## config.mk

```make
export PLATFORM = sky130hd
export DESIGN_NAME = pipelined_adder_flat
export DESIGN_NICKNAME = d
export VERILOG_FILES = /design/src/rtl/pipelined_adder_pkg.sv /design/src/rtl/pipelined_adder_if.sv /design/src/rtl/pipelined_adder_add_stage.sv /design/src/rtl/pipelined_adder.sv /design/src/flat_wrapper.sv
export SDC_FILE = /design/constraint.sdc
export NUM_CORES = 1
export LEC_CHECK = 0
export CORE_MARGIN = 8
export CORE_UTILIZATION = 50
export DETAILED_ROUTE_END_ITERATION = 10
export GPL_ROUTABILITY_DRIVEN = 0
export PLACE_DENSITY_LB_ADDON = 0.12
export RECOVER_POWER = 50
export REMOVE_ABC_BUFFERS = 1
export SYNTH_ARGS = -nofsm -noshare
export SYNTH_HDL_FRONTEND = slang
export SYNTH_SLANG_ARGS = --single-unit
```

## constraint.sdc

```tcl
create_clock -name clk -period 3.9 [get_ports clk]
set_input_delay 0.585 -clock clk [delete_from_list [all_inputs] [get_ports clk]]
set_output_delay 0.585 -clock clk [all_outputs]
set_load 0.05 [all_outputs]
```

## src/rtl/pipelined_adder_pkg.sv

```systemverilog
// Shared helpers for the pipelined adder: chunk sizing and configuration legality.
package adder_pkg;

    function automatic int chunk_width(input int width, input int stages);
        return (stages > 0) ? width / stages : width;
    endfunction

    function automatic bit legal_config(input int width, input int stages);
        return (width >= 1) && (stages >= 1) && ((width % stages) == 0);
    endfunction

endpackage

```

## src/rtl/pipelined_adder_if.sv

```systemverilog
// Operand/result handshake bundle for the pipelined adder.
interface pipelined_adder_if #(
    parameter int WIDTH = 8
);
    logic             in_valid;
    logic             in_ready;
    logic [WIDTH-1:0] a;
    logic [WIDTH-1:0] b;
    logic             ci;
    logic             out_valid;
    logic             out_ready;
    logic [WIDTH-1:0] sum;
    logic             co;

    modport master (
        output in_valid, a, b, ci, out_ready,
        input  in_ready, out_valid, sum, co
    );

    modport slave (
        input  in_valid, a, b, ci, out_ready,
        output in_ready, out_valid, sum, co
    );
endinterface

```

## src/rtl/pipelined_adder_add_stage.sv

```systemverilog
// One CHUNK-wide slice of the adder with its pipeline register (valid, partial sum, carry).
module add_stage #(
    parameter int CHUNK = 4
) (
    input  logic             clk,
    input  logic             rst_n,
    input  logic             en,
    input  logic             valid_in,
    input  logic [CHUNK-1:0] a,
    input  logic [CHUNK-1:0] b,
    input  logic             c_in,
    output logic             valid_q,
    output logic [CHUNK-1:0] s_q,
    output logic             c_q
);

    logic [CHUNK:0] total;

    assign total = {1'b0, a} + {1'b0, b} + {{CHUNK{1'b0}}, c_in};

    always_ff @(posedge clk) begin
        if (!rst_n) begin
            valid_q <= 1'b0;
            s_q     <= '0;
            c_q     <= 1'b0;
        end else if (en) begin
            valid_q <= valid_in;
            s_q     <= total[CHUNK-1:0];
            c_q     <= total[CHUNK];
        end
    end

endmodule

```

## src/rtl/pipelined_adder.sv

```systemverilog
// Pipelined WIDTH-bit adder: the carry ripples through one CHUNK per clock,
// with a single global stall so bubbles and results move in lockstep.
module pipelined_adder
    import adder_pkg::*;
#(
    parameter int WIDTH  = 8,
    parameter int STAGES = 2
) (
    input logic              clk,
    input logic              rst_n,
    pipelined_adder_if.slave bus
);

    localparam int CHUNK = chunk_width(WIDTH, STAGES);

    if (!legal_config(WIDTH, STAGES)) begin : g_bad_config
        $error("pipelined_adder: need WIDTH >= 1, STAGES >= 1 and STAGES dividing WIDTH");
    end

    logic          en;
    logic [STAGES:0] valid;
    logic [STAGES:0] carry;

    assign en           = !bus.out_valid || bus.out_ready;
    assign bus.in_ready = en;
    assign valid[0]     = bus.in_valid && en;
    assign carry[0]     = bus.ci;

    genvar k;
    for (k = 0; k < STAGES; k++) begin : g_stage
        logic [CHUNK-1:0] a_chunk;
        logic [CHUNK-1:0] b_chunk;
        logic [CHUNK-1:0] s_chunk;

        // Operand chunk k waits k cycles so it meets the carry coming out of stage k-1.
        if (k == 0) begin : g_operand_direct
            assign a_chunk = bus.a[CHUNK-1:0];
            assign b_chunk = bus.b[CHUNK-1:0];
        end else begin : g_operand_delay
            logic [CHUNK-1:0] a_dly [k];
            logic [CHUNK-1:0] b_dly [k];

            always_ff @(posedge clk) begin
                if (!rst_n) begin
                    for (int i = 0; i < k; i++) begin
                        a_dly[i] <= '0;
                        b_dly[i] <= '0;
                    end
                end else if (en) begin
                    a_dly[0] <= bus.a[k*CHUNK +: CHUNK];
                    b_dly[0] <= bus.b[k*CHUNK +: CHUNK];
                    for (int i = 1; i < k; i++) begin
                        a_dly[i] <= a_dly[i-1];
                        b_dly[i] <= b_dly[i-1];
                    end
                end
            end

            assign a_chunk = a_dly[k-1];
            assign b_chunk = b_dly[k-1];
        end

        add_stage #(
            .CHUNK (CHUNK)
        ) u_add_stage (
            .clk      (clk),
            .rst_n    (rst_n),
            .en       (en),
            .valid_in (valid[k]),
            .a        (a_chunk),
            .b        (b_chunk),
            .c_in     (carry[k]),
            .valid_q  (valid[k+1]),
            .s_q      (s_chunk),
            .c_q      (carry[k+1])
        );

        // Finished sum chunk k rides along until the last stage reaches the output.
        if (k == STAGES - 1) begin : g_sum_direct
            assign bus.sum[k*CHUNK +: CHUNK] = s_chunk;
        end else begin : g_sum_delay
            localparam int DEPTH = STAGES - 1 - k;
            logic [CHUNK-1:0] s_dly [DEPTH];

            always_ff @(posedge clk) begin
                if (!rst_n) begin
                    for (int i = 0; i < DEPTH; i++) begin
                        s_dly[i] <= '0;
                    end
                end else if (en) begin
                    s_dly[0] <= s_chunk;
                    for (int i = 1; i < DEPTH; i++) begin
                        s_dly[i] <= s_dly[i-1];
                    end
                end
            end

            assign bus.sum[k*CHUNK +: CHUNK] = s_dly[DEPTH-1];
        end
    end

    assign bus.out_valid = valid[STAGES];
    assign bus.co        = carry[STAGES];

endmodule

```

## src/flat_wrapper.sv

```systemverilog
// flat-port wrapper written by rule: the top's interface ports become plain ports
module pipelined_adder_flat import adder_pkg::*;
#(
    parameter int WIDTH  = 8,
    parameter int STAGES = 2
)
  (clk, rst_n, bus_in_valid, bus_a, bus_b, bus_ci, bus_out_ready, bus_in_ready, bus_out_valid, bus_sum, bus_co);
  pipelined_adder_if #(.WIDTH(WIDTH)) bus_i ();
  input logic clk;
  input logic rst_n;
  input wire logic [$bits(bus_i.in_valid)-1:0] bus_in_valid;
  input wire logic [$bits(bus_i.a)-1:0] bus_a;
  input wire logic [$bits(bus_i.b)-1:0] bus_b;
  input wire logic [$bits(bus_i.ci)-1:0] bus_ci;
  input wire logic [$bits(bus_i.out_ready)-1:0] bus_out_ready;
  output wire logic [$bits(bus_i.in_ready)-1:0] bus_in_ready;
  output wire logic [$bits(bus_i.out_valid)-1:0] bus_out_valid;
  output wire logic [$bits(bus_i.sum)-1:0] bus_sum;
  output wire logic [$bits(bus_i.co)-1:0] bus_co;
  assign bus_i.in_valid = bus_in_valid;
  assign bus_i.a = bus_a;
  assign bus_i.b = bus_b;
  assign bus_i.ci = bus_ci;
  assign bus_i.out_ready = bus_out_ready;
  assign bus_in_ready = bus_i.in_ready;
  assign bus_out_valid = bus_i.out_valid;
  assign bus_sum = bus_i.sum;
  assign bus_co = bus_i.co;
  pipelined_adder #(.WIDTH(WIDTH), .STAGES(STAGES)) u_core (.clk(clk), .rst_n(rst_n), .bus(bus_i));
endmodule
```

==> impl_metrics.tcl <==
set metrics [dict create \
    p_int_uw 389 \
    h-tree-depth 1 \
    crit_buf_inv 3 \
    syn_area_um2 1180 \
    hold_buffers 0 \
    ant_nets 0 \
    drv_cap 0 \
    grt_pass1_wl_um 3820 \
    fmax_mhz 302 \
    power.total_uw 545 \
    pwr-share-seq_pct 54.8 \
    peakVddDrop_mv 0.182 \
    slowest_delay_ps 940 \
    whs_path_depth 2 \
    power_frac_comb_pct 26.8 \
    switchingPower_uw 156 \
    fin_crit_sh_pct 84.9 \
    clkPwrFrac_pct 18.3 \
    die_area_um2 4170 \
    ios 32 \
    portBuffers 31 \
    rsz0062_at_grt "false" \
    fin_tns_setup_ps 0 \
    post_cts.repair.setup_buffers 0 \
    finish.utilization_pct 68.6 \
    tightest_slew_ps 695 \
    route.vias.total 850 \
    reg2reg_depth 3 \
    syn_avg_cell_area_um2 10.9 \
    drt_wl_total_um 2240 \
    crit_type "primary input to primary output" \
    grt_max_degree 27 \
    finalHoldViolCount 0 \
    rrSetupSlack_ps 2280 \
    clkTransAtPathRegs_ps 110 \
    slew_headroom_pct 53.6 \
    end_kind "primary output" \
    synth_top_area_share_pct 30.5 \
    rows 17 \
    reg2reg_from "u_core.g_stage[1].u_add_stage.valid_q" \
    cts_root_buf "clkbuf_4" \
    core-area_um2 2210 \
    post_drt_wl_per_cell_um 13.6 \
    power.density_nw_per_um2 360 \
    yosysWarnings 0 \
    insertedDiodeCount 0 \
    finalSetupViolCount 0 \
    overflow 0 \
    die_y_um 64.6 \
    status "finished clean" \
    nNetsFinal 170 \
    cts_buffer_depth 2 \
    clock_latency_ps 300 \
    r2r-end "u_core.g_stage[1].g_operand_delay.b_dly[0][2]" \
    postLayoutCellArea_um2 1520 \
    path_cells "dlygate4sd3_1, nor2b_4, inv_1, clkdlybuf4s50_1" \
    drt-initial-drc-count 13 \
    cts_buffers 3 \
    ctsResizeCount 0 \
    skew_ps 3.15 \
    hold-path-endpoint "u_core.g_stage[0].u_add_stage.s_q[2]" \
    synth-seq-cells 24 \
    critPathSlowestCell "clkdlybuf4s50_1" \
    start_util_pct 53.3 \
    synthCells 108 \
    cts_tree "built" \
    setup_slack_ps 589 \
    pre_cts_ws_ps 931 \
    n_fill_cell 184 \
    drive_gt1_share_pct 7.30 \
    firstDrtPassIters 4 \
    hp-start "u_core.g_stage[0].u_add_stage.s_q[2]" \
    required_ps 3310 \
    grt_pass1_vias 881 \
    area_delta_synth_final_pct 28.5 \
    via_per_inst 5.15 \
    crit_path_start_kind "primary input" \
    leakage_nw 0.651 \
    synthTopCellsByArea "edfxtp_1, dfxtp_1, fa_1" \
    yosysSeqAreaShare_pct 50.9 \
    worstHoldPathType "register to register" \
    die_w_um 64.6 \
    dpl-instance-area_um2 1490 \
    hpwl_um 1740 \
    sw_frac_of_total_pct 28.7 \
    cts_sinks 24 \
    synth_top_cell_by_area "edfxtp_1" \
    layout_common_cells "clkdlybuf4s50_1, nand2_1, and3_1, edfxtp_1, dfxtp_1" \
    final_common_cell "clkdlybuf4s50_1" \
    drcViolationCount 0 \
    critPathTopFamily "buffers and inverters" \
    cp_max_fo 26 \
    period_needed_ps 3310 \
    slew_viol_final 0 \
    antenna_found_initial 0 \
    grt_use_total_pct 11.2 \
    synthDistinctLibCells 21 \
    worstPathArrival_ps 2730 \
]
-- tightest hold or removal path, stage by stage (launching register included) --
cell	delay, ps
dfxtp_1	330
nand2_1	50
a21oi_1	50
-- cell families (layout without fill, tap and decap cells) --
kind of cell	Yosys count	in the layout	share of synthesized area, %
buf+inv	13	42	5.20
compound gates	19	19	11.7
xor+xnor	2	2	1.48
fa+ha+maj	10	10	13.1
simple gates	40	40	17.6
flops	24	24	50.9
-- power groups by stage --
stage               clock network [mW]  registers (mW)  logic, mW
finish                           0.100           0.299      0.146
global route                     0.112           0.302      0.159
CTS                              0.105           0.300      0.149
detailed placement                   0           0.305      0.148
global placement                     0           0.304      0.147
floorplan                            0           0.340     0.0556
-- sequential cells by signal, summed over array words and instances, names as in the netlist --
register                              flops
u_core.g_stage.g_operand_delay.a_dly      4
u_core.g_stage.u_add_stage.c_q            2
u_core.g_stage.g_operand_delay.b_dly      4
u_core.g_stage.u_add_stage.valid_q        2
u_core.g_stage.g_sum_delay.s_dly          4
u_core.g_stage.u_add_stage.s_q            8
-- synthesized netlist by cell type (all sizes together) --
cell type / instances
a2111o: 2
a211oi: 2
a21oi: 9
and3: 12
buf: 5
dfxtp: 12
edfxtp: 12
fa: 4
ha: 6
inv: 8
nand2: 13
nand3: 6
nor2: 6
nor2b: 3
o211ai: 2
o21ai: 4
xnor2: 2
-- worst max path at each step --
stage / from / end / slack (ps) / cells past startpoint
global placement: bus_out_ready / bus_in_ready / 930 / 4
finish: bus_out_ready / bus_in_ready / 590 / 4
floorplan: u_core.g_stage[1].u_add_stage.valid_q / bus_in_ready / 2080 / 2
global route: bus_out_ready / bus_in_ready / 510 / 4
detailed placement: bus_out_ready / bus_in_ready / 930 / 4
CTS: bus_out_ready / bus_in_ready / 930 / 4
-- metal layers --
metal / track usage [%] / wire, um / part of all wire [%]
met2: 19.9 / 1170 / 52
met5: 0 / 0 / 0
met3: 3.26 / 97 / 4.3
met4: 4.36 / 12 / 0.53
met1: 12.4 / 962 / 43
-- area by class of cell --
class / instances / area (um^2) / share of cell area, %
clock buffer: 3 / 22.5 / 1.49
sequential: 24 / 601 / 39.6
timing repair buffer: 31 / 310 / 20.5
multi-input combinational: 71 / 518 / 34.2
inverter: 8 / 30.0 / 1.98
tap: 28 / 35.0 / 2.31
-- per-stage QoR --
step           std cells  hold WS (ps)
6_report             165           461
3_5_place_dp         162           449
2_1_floorplan        103           427
3_3_place_gp         162           443
4_1_cts              165           464
5_1_grt              165           495
(Power assumes the default switching activity.)
==> RTL change, RTL diff (config.mk and constraints unchanged) <==
`STAGES` is set to 2 in 2 places; all go to 4.
--- a/src/rtl/pipelined_adder.sv
+++ b/src/rtl/pipelined_adder.sv
@@ -4,7 +4,7 @@
     import adder_pkg::*;
 #(
     parameter int WIDTH  = 8,
-    parameter int STAGES = 2
+    parameter int STAGES = 4
 ) (
     input logic              clk,
     input logic              rst_n,
--- a/src/flat_wrapper.sv
+++ b/src/flat_wrapper.sv
@@ -2,7 +2,7 @@
 module pipelined_adder_flat import adder_pkg::*;
 #(
     parameter int WIDTH  = 8,
-    parameter int STAGES = 2
+    parameter int STAGES = 4
 )
   (clk, rst_n, bus_in_valid, bus_a, bus_b, bus_ci, bus_out_ready, bus_in_ready, bus_out_valid, bus_sum, bus_co);
   pipelined_adder_if #(.WIDTH(WIDTH)) bus_i ();
Function: changed (Yosys sat finds a counterexample within 4 cycles, from zero or initial values and one cycle with rst_n low).
==> RTL change against the unedited design <==
Non-clock buffer count rose by 3. Sequential share of layout area rose by 14 points. Setup slack improved by 0.54 ns. Synthesized area rose by 93%. Register-to-register slack got worse by 0.70 ns. Critical path depth rose by 1. Power rose by 86%. First-iteration DRC count rose to 6.4 times the old value. Die area rose by 67%. Routed wire length rose by 54%. Fmax rose by 19%. Sequential cell count rose by 28. Cell area rose by 72%. Largest cell class unchanged.
==> RTL change: results (changes against the unedited design) <==
.. list-table::
   :header-rows: 1

   * - Metric
     - Value
   * - Status
     - complete, no violations
   * - Grt met3 use
     - 4.395% (+1.1 points)
   * - Setup skew after layout
     - 0.004268 ns (+0.001117 ns)
   * - Endpoint, Worst Hold
     - u_core.g_stage[2].u_add_stage.valid_q
   * - Layout filler cell count
     - 354 (+92%)
   * - Amount of wire on met2 after detailed routing
     - 1.716 mm (+47%)
   * - Critical R2R Launch
     - u_core.g_stage[3].u_add_stage.valid_q
   * - Sum of routed wire segments on met1
     - 1.559 mm (+62%)
   * - NumNets Final
     - 222 (+31%)
   * - Worst-path maximum fanout
     - 46 (+77%)
   * - Non-filler instance count after layout
     - 246 (+49%)
   * - Worst R2R End
     - u_core.g_stage[3].g_operand_delay.a_dly[0][0]
   * - Proportion of layout cells with a drive suffix above 1
     - 5.670% (-1.6 points)
   * - Number of multi-input combinational cells
     - 78 (+9.9%)
   * - Share of cell area taken by muxes after synthesis
     - 1.319% (+1.3 points)
   * - Seq cells
     - 52 (+120%)
   * - Register area share after synthesis
     - 61.57% (+11 points)
   * - Cell Area, Placed
     - 0.002587 sq mm (+73%)
   * - Global router's overall resource usage
     - 10.61% (-0.63 points)
   * - Post-Synth XOR/XNOR Area
     - 0% (-1.5 points)
   * - Clock buf/inv share
     - 3.071% (+1.6 points)
   * - Vias after detailed routing
     - 1268 (+49%)
   * - Total power density per cell area
     - 388.5 mW/mm^2 (+8.0%)
   * - Slew headroom
     - 44.98% (-8.6 points)
   * - Sequential group share of total power
     - 62.2% (+7.4 points)
   * - Detailed route wirelength on metal3
     - 143 microns (+47%)
   * - CTS HTree Levels
     - 2 (+1)
   * - Non-clock buffer share
     - 13.05% (-7.4 points)
   * - Reg2reg setup slack
     - 1.58 ns (-0.70 ns)
   * - Post-layout worst setup margin
     - 1.126 ns (+0.5369 ns)
   * - Arrival time at the worst endpoint
     - 2.83 ns (+0.10 ns)
   * - Inverter count of the layout excluding clock inverters
     - 22 (+14)
## RTL change: cell count changes in the layout (fill, tap and decap cells not counted), moves of 7 or more
cell | before | now
sky130_fd_sc_hd__nand2_1 | 13 | 5
sky130_fd_sc_hd__edfxtp_1 | 12 | 36
sky130_fd_sc_hd__a211oi_1 | 0 | 10
sky130_fd_sc_hd__inv_1 | 8 | 22
sky130_fd_sc_hd__nor3b_1 | 0 | 12
sky130_fd_sc_hd__and3_1 | 12 | 36
sky130_fd_sc_hd__clkdlybuf4s50_1 | 27 | 20
sky130_fd_sc_hd__a21oi_1 | 9 | 0
## RTL change: worst max-delay path, cell delays in order
cell	delay, ns
sky130_fd_sc_hd__dlygate4sd3_1	0.73
sky130_fd_sc_hd__nor2b_1	0.42
sky130_fd_sc_hd__inv_1	0.17
sky130_fd_sc_hd__clkbuf_2	0.50
sky130_fd_sc_hd__and3_1	0.39
